[src/rtl/spi_ram_pkg.sv]
// Shared encodings for the SPI-attached RAM: command codes, FSM states and data width.
package spi_ram_pkg;

    localparam int DATA_W = 8;

    localparam logic [1:0] CMD_WR_ADDR = 2'b00;
    localparam logic [1:0] CMD_WR_DATA = 2'b01;
    localparam logic [1:0] CMD_RD_ADDR = 2'b10;
    localparam logic [1:0] CMD_RD_DATA = 2'b11;

    typedef enum logic {
        ST_IDLE = 1'b0,
        ST_HOLD = 1'b1
    } state_t;

    function automatic logic addr_in_range(input int unsigned addr, input int unsigned depth);
        return addr < depth;
    endfunction

endpackage

[src/rtl/spi_ram_mem.sv]
// Single-port RAM: synchronous write, combinational read. Addresses at or beyond
// MEM_DEPTH drop writes and read back as zero.
module spi_ram_mem
    import spi_ram_pkg::*;
#(
    parameter int MEM_DEPTH = 256,
    parameter int ADDR_SIZE = 8
) (
    input  logic                 CLK,
    input  logic                 wr_en,
    input  logic [ADDR_SIZE-1:0] addr,
    input  logic [DATA_W-1:0]    wr_data,
    output logic [DATA_W-1:0]    rd_data
);

    logic [DATA_W-1:0] mem [MEM_DEPTH];
    logic              in_range;

    assign in_range = addr_in_range(32'(addr), 32'(MEM_DEPTH));

    always_ff @(posedge CLK) begin
        if (wr_en && in_range) begin
            mem[addr] <= wr_data;
        end
    end

    always_comb begin
        rd_data = '0;
        if (in_range) begin
            rd_data = mem[addr];
        end
    end

endmodule

[src/rtl/spi_ram_ctrl.sv]
// Command decoder for the SPI-attached RAM: one command per rx_valid assertion.
// Define SPI_RAM_AUTOINC_EN to post-increment the address after each data access.
module spi_ram_ctrl
    import spi_ram_pkg::*;
#(
    parameter int MEM_DEPTH = 256,
    parameter int ADDR_SIZE = 8
) (
    input  logic       CLK,
    input  logic       rst_n,
    input  logic       rx_valid,
    input  logic [9:0] din,
    output logic       tx_valid,
    output logic [7:0] dout
);

    state_t                state_q, state_d;
    logic [ADDR_SIZE-1:0]  wr_addr_q, wr_addr_d;
    logic [ADDR_SIZE-1:0]  rd_addr_q, rd_addr_d;
    logic                  tx_valid_q, tx_valid_d;
    logic [DATA_W-1:0]     dout_q, dout_d;

    logic [1:0]            cmd;
    logic                  exec;
    logic                  mem_wr_en;
    logic [ADDR_SIZE-1:0]  mem_addr;
    logic [DATA_W-1:0]     mem_rd_data;

    assign cmd  = din[9:8];
    // Gated by rst_n so nothing is written to the array while reset is held.
    assign exec = rst_n && (state_q == ST_IDLE) && rx_valid;

    assign mem_wr_en = exec && (cmd == CMD_WR_DATA);
    assign mem_addr  = (cmd == CMD_WR_DATA) ? wr_addr_q : rd_addr_q;

    spi_ram_mem #(
        .MEM_DEPTH (MEM_DEPTH),
        .ADDR_SIZE (ADDR_SIZE)
    ) u_mem (
        .CLK     (CLK),
        .wr_en   (mem_wr_en),
        .addr    (mem_addr),
        .wr_data (din[DATA_W-1:0]),
        .rd_data (mem_rd_data)
    );

`ifdef SPI_RAM_AUTOINC_EN
    function automatic logic [ADDR_SIZE-1:0] next_addr(input logic [ADDR_SIZE-1:0] a);
        if (32'(a) >= 32'(MEM_DEPTH - 1)) begin
            return '0;
        end
        return a + ADDR_SIZE'(1);
    endfunction
`endif

    always_comb begin
        state_d    = state_q;
        wr_addr_d  = wr_addr_q;
        rd_addr_d  = rd_addr_q;
        tx_valid_d = 1'b0;
        dout_d     = dout_q;
        case (state_q)
            ST_IDLE: begin
                if (rx_valid) begin
                    state_d = ST_HOLD;
                    case (cmd)
                        CMD_WR_ADDR: wr_addr_d = din[ADDR_SIZE-1:0];
                        CMD_RD_ADDR: rd_addr_d = din[ADDR_SIZE-1:0];
                        CMD_WR_DATA: begin
`ifdef SPI_RAM_AUTOINC_EN
                            wr_addr_d = next_addr(wr_addr_q);
`endif
                        end
                        default: begin
                            dout_d     = mem_rd_data;
                            tx_valid_d = 1'b1;
`ifdef SPI_RAM_AUTOINC_EN
                            rd_addr_d  = next_addr(rd_addr_q);
`endif
                        end
                    endcase
                end
            end
            default: begin
                if (!rx_valid) begin
                    state_d = ST_IDLE;
                end
            end
        endcase
    end

    always_ff @(posedge CLK) begin
        if (!rst_n) begin
            state_q    <= ST_IDLE;
            wr_addr_q  <= '0;
            rd_addr_q  <= '0;
            tx_valid_q <= 1'b0;
            dout_q     <= '0;
        end else begin
            state_q    <= state_d;
            wr_addr_q  <= wr_addr_d;
            rd_addr_q  <= rd_addr_d;
            tx_valid_q <= tx_valid_d;
            dout_q     <= dout_d;
        end
    end

    assign tx_valid = tx_valid_q;
    assign dout     = dout_q;

endmodule
[config.mk]
export PLATFORM = sky130hd
export DESIGN_NAME = spi_ram_ctrl
export DESIGN_NICKNAME = d
export VERILOG_FILES = /design/src/rtl/spi_ram_pkg.sv /design/src/rtl/spi_ram_mem.sv /design/src/rtl/spi_ram_ctrl.sv
export SDC_FILE = /design/constraint.sdc
export NUM_CORES = 2
export LEC_CHECK = 0
export CORE_UTILIZATION = 45
export DETAILED_ROUTE_END_ITERATION = 6
export HOLD_SLACK_MARGIN = 0.15
export PLACE_DENSITY_LB_ADDON = 0.08
export SLEW_MARGIN = 40
export SYNTH_ARGS = -nofsm -noshare
export SYNTH_HDL_FRONTEND = slang
export SYNTH_SLANG_ARGS = --single-unit
[constraint.sdc]
create_clock -name CLK -period 7.87 [get_ports CLK]
set_clock_uncertainty 0.15 [all_clocks]
set_input_delay 1.9675 -clock CLK [delete_from_list [all_inputs] [get_ports CLK]]
set_output_delay 1.9675 -clock CLK [all_outputs]
set_load 0.01 [all_outputs]
# Yosys cells after proc, flatten, opt, wreduce, memory -nomap -nowiden
# Memory sizes are Yosys's and may differ from the RTL's. A register that Yosys moved wholly into a read port is not among the register bits.
# Index checks and enable logic that the tools add are counted.
# word_totals
regBits	18
latchBits	0
ram_bits	2048
rom_bits	0
inputBits	13
out_inout_bits	9
word_cells	26
n_memories	1
# mem_list
memory	depth	width	read_ports	rd_clocked_by_memory_dff	wr	line	rtl
u_mem.mem	256	8	1	1	1	spi_ram_mem.sv:16	logic [DATA_W-1:0] mem [MEM_DEPTH];
# op_classes
n_addsub	0
multipliers	0
div	0
order_cmp	0
eq_ne	2
shifts	0
mux	5
n_bitwise	4
reduce_logical	10
# ops
operator	count
$reduce_and 3->1	3
$mux 8	1
$reduce_or 3->1	2
$mux 1	4
$not 1->1	4
$logic_and 1x1->1	3
$eq 2x1->1 const B	1
$eq 2x2->1 const B	1
$logic_not 2->1	1
$logic_not 1->1	1

# Logic depth before layout (Yosys ltp)
# depth
word_depth	6
depth_mapped	15
depth_no_buf	9

# Hierarchy
# A second synthesis with hierarchy kept.
# hier_totals
hier_cells	3653
hier_area_um2	79493.7
# modules_own_cells
module	instances	cells_each	area_per_inst_um2	seq_area_each_um2
spi_ram_mem	1	3539	78332.6	61499.0
spi_ram_ctrl	1	114	1161.1	520.5

# Least setup slack after synthesis
# No wires, ideal clock.
# synth_path
path_kind	input -> register
startpoint	in din[8]
endpoint	mem u_mem.mem[146][0], enable pin
setup_ps	383
t_arrival_ps	4366
required_time_ps	7337
setup_slack_ps	2970
path_stages	12
n_path_buf	8
cell_sequence	buf_6 > nor2b_1 > buf_6 > mux2i_4 > nand2_2 > buf_6 > buf_6 > buf_2 > buf_2 > buf_2 > buf_1 > nor3_1
# synth_via
elab_chain_cells	4
word_cells_on_any_way	5
classes_between	eq/ne: 1; mux: 3; reduce/logical: 1
# synth_rtl
item	line	rtl
start, declared	spi_ram_ctrl.sv:12	input logic [9:0] din,
$eq 2x1->1 *	spi_ram_ctrl.sv:33, spi_ram_ctrl.sv:34	
$logic_and 1x1->1	spi_ram_ctrl.sv:33	assign mem_wr_en = exec && (cmd == CMD_WR_DATA);
$mux 1	spi_ram_mem.sv:22	if (wr_en && in_range) begin
$mux 1 (not written as such)	spi_ram_mem.sv:23	mem[addr] <= wr_data;
end, declared	spi_ram_mem.sv:16	
# Mark *: on every way between the ends. The rest lies on a longest branch, timed or not.

# Worst setup path after layout
# layout_path
startpoint	in din[8]
endpoint	reg dout_q[0] (netlist: dout[0]) (read register of u_mem.mem)
# layout_via
elab_chain_cells	4
word_cells_on_any_way	7
classes_between	eq/ne: 2; mux: 1; bitwise: 1; reduce/logical: 3
# layout_rtl
item	line	rtl
$eq 2x1->1, or another cell as far along	spi_ram_ctrl.sv:34, spi_ram_ctrl.sv:66	
$reduce_or 3->1 (no line)	-	
$not 1->1 (no line)	-	
$reduce_and 3->1 (no line)	-	
end, declared	spi_ram_ctrl.sv:21	logic [DATA_W-1:0] dout_q, dout_d;
# Several ways; a longest one is shown, not always the timed one.
# A chain may end at the register's enable or synchronous reset.

==> results.sh <==
export IMPL_status="completed"
export IMPL_ios=22
export IMPL_global_route_usage_total_pct=24.9
export IMPL_cts_sinks=2074
export IMPL_yosys_cell_types_count=54
export IMPL_adder_cell_area_share_of_the_yosys_netlist_pct=0
export IMPL_mappedNetlistNets=4207
export IMPL_netlist_instances=4194
export IMPL_yosysSeqAreaShare_pct=80.4
export IMPL_share_of_power_burned_in_combinational_logic_pct=4.1
export IMPL_cell_at_the_root_of_the_clock_tree="clkbuf_16"
export IMPL_crit_path_max_incr_delay_ns=0.87
export IMPL_layout_drive_gt1_share_pct=14.2
export IMPL_final_critical_path_setup_slack_ns=1.50
export IMPL_synth_top_cell_by_area="edfxtp_1"
export IMPL_std_cell_core_area_um2=170000
export IMPL_cts_tree="done"
export IMPL_ctsHoldBuffers=0
export IMPL_detail_route_iter0_violations=4804
export IMPL_critical_path_required_time_ns=8.41
export IMPL_report_final_slew_viol_count=0
export IMPL_final_nets=4320
export IMPL_final_hpwl_dp_um=127000
export IMPL_yosysMostFrequentCell="edfxtp_1"
export IMPL_register_clock_pin_slew_on_the_reported_worst_setup_and_hold_paths_ns=0.06
export IMPL_leakage_nw=26.8
export IMPL_cts_resized=0
export IMPL_die_y_um=416
export IMPL_final_antenna_net_count=0
export IMPL_totalWireLength_um=218000
export IMPL_clock_power_share_pct=42.3
export IMPL_cell_internal_pwr_mw=17.8
export IMPL_fillerInstances=13600
export IMPL_final_cell_count_no_fill=6696
export IMPL_worst_hold_path_type="flop to flop"
export IMPL_floorplan_rows=151
export IMPL_post_synth_main_area_contributors="edfxtp_1 (80%), a221oi_1 (5.5%), a221o_1 (3.3%)"
export IMPL_swShare_pct=21.3
export IMPL_fin_util_pct=51.6
export IMPL_max_cap_violations=0
export IMPL_vdd_drop_max_mv=0.232
export IMPL_syn_cell_area_um2=77100
export IMPL_achievable_frequency_mhz=157
export IMPL_vias=42900
export IMPL_first_global_vias=41600
export IMPL_antenna_cells=0
export IMPL_dp_cells=6311
export IMPL_period_needed_ns=6.37
export IMPL_initial_core_util_pct=45.4
export IMPL_yosys_warnings=0
export IMPL_finalHoldViolCount=0
export IMPL_synth_largest_type_area_fraction_pct=79.8
export IMPL_detail_route_wl_per_cell_um=32.6
export IMPL_critPathCaptureType="flop"
export IMPL_grt_pass1_wl_um=312000
export IMPL_cts_setup_buffers=0
export IMPL_seq_power_share_pct=53.6
export IMPL_crit_path_arrival_time_ns=6.92
export IMPL_finalWeightedCongestion=0.823
export IMPL_drt_first_pass_iters=5
export IMPL_post_synth_xor_area_fraction_pct=0
export IMPL_pre_cts_ws_ns=0.646
export IMPL_postPlaceCellArea_um2=80900
export IMPL_critical_path_startpoint_type="input pin"
export IMPL_cts_root_to_sink_buffers=3
export IMPL_cts_buffers=209
export IMPL_die_w_um=416
export IMPL_worstPathMaxFanout=65
export IMPL_dieArea_um2=173000
export IMPL_worst_hold_slack_ns=0.353
export IMPL_crit_path_class="input pin to flop"
export IMPL_cts_htree_levels=4
export IMPL_synth_edf_count=2048
export IMPL_maximum_number_of_pins_on_one_net_before_global_route_repair=164
export IMPL_synth_top_cells_by_count="edfxtp_1 (2048), a221oi_1 (481), a221o_1 (258)"
export IMPL_synth_top_family_by_area="compound AO/OA/AOI/OAI gates"
export IMPL_cp_slowest_cell="clkdlybuf4s50_1"
export IMPL_synth_compound_area_share_pct=13.9
export IMPL_remaining_drc_errors=0
export IMPL_port_buffers=21
export IMPL_fin_area_um2=87600
export IMPL_finalSetupTns_ns=0
export IMPL_async_set_or_reset_register_ratio_after_synthesis_pct=0
export IMPL_area_growth_pct=13.7
export IMPL_initial_antenna_violation_count=3
export IMPL_vias_per_cell=6.41
export IMPL_postSynthRegisterBits=2074
export IMPL_overflow=0
export IMPL_finalSetupViolations=0
export IMPL_worstMarginPinSlew_ns=0.950
export IMPL_design_power_total_mw=22.7
export IMPL_layout_worst_path_cycle_share_pct=81.0
export IMPL_clock_latency_ns=0.85
export IMPL_total_power_density_per_cell_area_nw_per_um2=259
export IMPL_syn_area_per_cell_um2=18.4
export IMPL_commonest_register_cell_after_synthesis="edfxtp_1"
export IMPL_synth_simple_gate_area_share_pct=3.12
export IMPL_slew_limit_headroom_pct=36.1
export IMPL_rsz_0062_raised_after_global_routing="no"
export IMPL_critical_path_cell_chain="clkdlybuf4s50_1 -> nor2b_2 -> mux2i_4 -> nand2_8 -> buf_4 -> a221o_1 -> a221oi_1 -> nor4_1 -> o41ai_1 -> o21a_1 -> a31oi_1"
export IMPL_synth_mux_area_fraction_pct=0.240
export IMPL_power_switching_mw=4.83
==> metal layers <==
layer | track usage (%) | routed length, um | vias to the layer above
met4 | 6.82 | 5860 | 0
li1 | - | - | 18400
met2 | 38.9 | 103000 | 1573
met1 | 36.2 | 95100 | 22600
met5 | 0 | 0 | -
met3 | 4.05 | 14300 | 299
==> critical path: cells and delay by family <==
kind                   cells  cell delay (ns)
and+or+nand+nor            3             1.29
AOI/OAI and AO/OA          5             1.76
muxes                      1             0.55
buffers and inverters      2             1.29
==> state kept, by name (all words and copies together), names as in the netlist <==
register,cells
wr_addr_q,8
dout,8
u_mem.mem,2048
state_q,1
tx_valid,1
rd_addr_q,8
==> cells by family after synthesis <==
| kind of cell | Yosys count |
|---|---|
| DFF | 2074 |
| AOI/OAI and AO/OA | 1250 |
| and+or+nand+nor | 501 |
| buffers and inverters | 354 |
| muxes | 15 |
==> cell type report <==
class	count	area, um^2	area share, %
tap	2218	2780	3.17
sequential	2074	62000	70.8
clock inverter	114	950	1.08
inverter	3	11.3	0.0128
timing repair buffer	253	2490	2.84
clock buffer	268	5620	6.41
multi-input combinational	1766	13800	15.7
==> power groups by stage <==
stage	Combinational [mW]	Clock, mW	Sequential, mW
after global routing	0.974	10.1	12.1
after detailed placement	0.921	0	12.4
after global placement	0.908	0	12.4
after CTS	0.923	9.75	12.1
final	0.923	9.60	12.1
after floorplan	0.408	0	12.4
==> final timing paths <==
| check | start | endpoint | slack (ns) | cells past startpoint |
|---|---|---|---|---|
| max reg2reg | rd_addr_q[0]$_SDFFE_PN0P_ | dout[1]$_SDFFE_PN0P_ | 3.53 | 10 |
| min reg2reg | wr_addr_q[4]$_SDFFE_PN0P_ | wr_addr_q[4]$_SDFFE_PN0P_ | 0.35 | 2 |
| min | wr_addr_q[4]$_SDFFE_PN0P_ | wr_addr_q[4]$_SDFFE_PN0P_ | 0.35 | 2 |
| max | din[8] | dout[0]$_SDFFE_PN0P_ | 1.50 | 11 |
==> cells in the final DEF (no fill, tap or decap), types with 7 or more instances in the layout <==
cell type / instances
dfxtp_1: 26
clkinvlp_4: 7
nand2_1: 39
clkinv_2: 30
a221o_1: 258
buf_4: 191
nand3_2: 11
a21boi_0: 8
a221oi_1: 481
nor2b_1: 9
or4_1: 24
nor2_2: 57
nor2_1: 155
nor3_1: 80
buf_12: 32
o22ai_1: 67
bufinv_16: 13
o21ai_0: 16
clkbuf_16: 215
nor4_1: 67
o21a_1: 7
mux2i_1: 10
clkbuf_1: 49
a22oi_1: 176
a21oi_1: 24
buf_8: 8
edfxtp_1: 2048
clkinv_1: 56
nor4_2: 12
a22o_1: 164
clkdlybuf4s50_1: 13
nand3_1: 18
No activity file was read; power rests on OpenSTA's default activity.
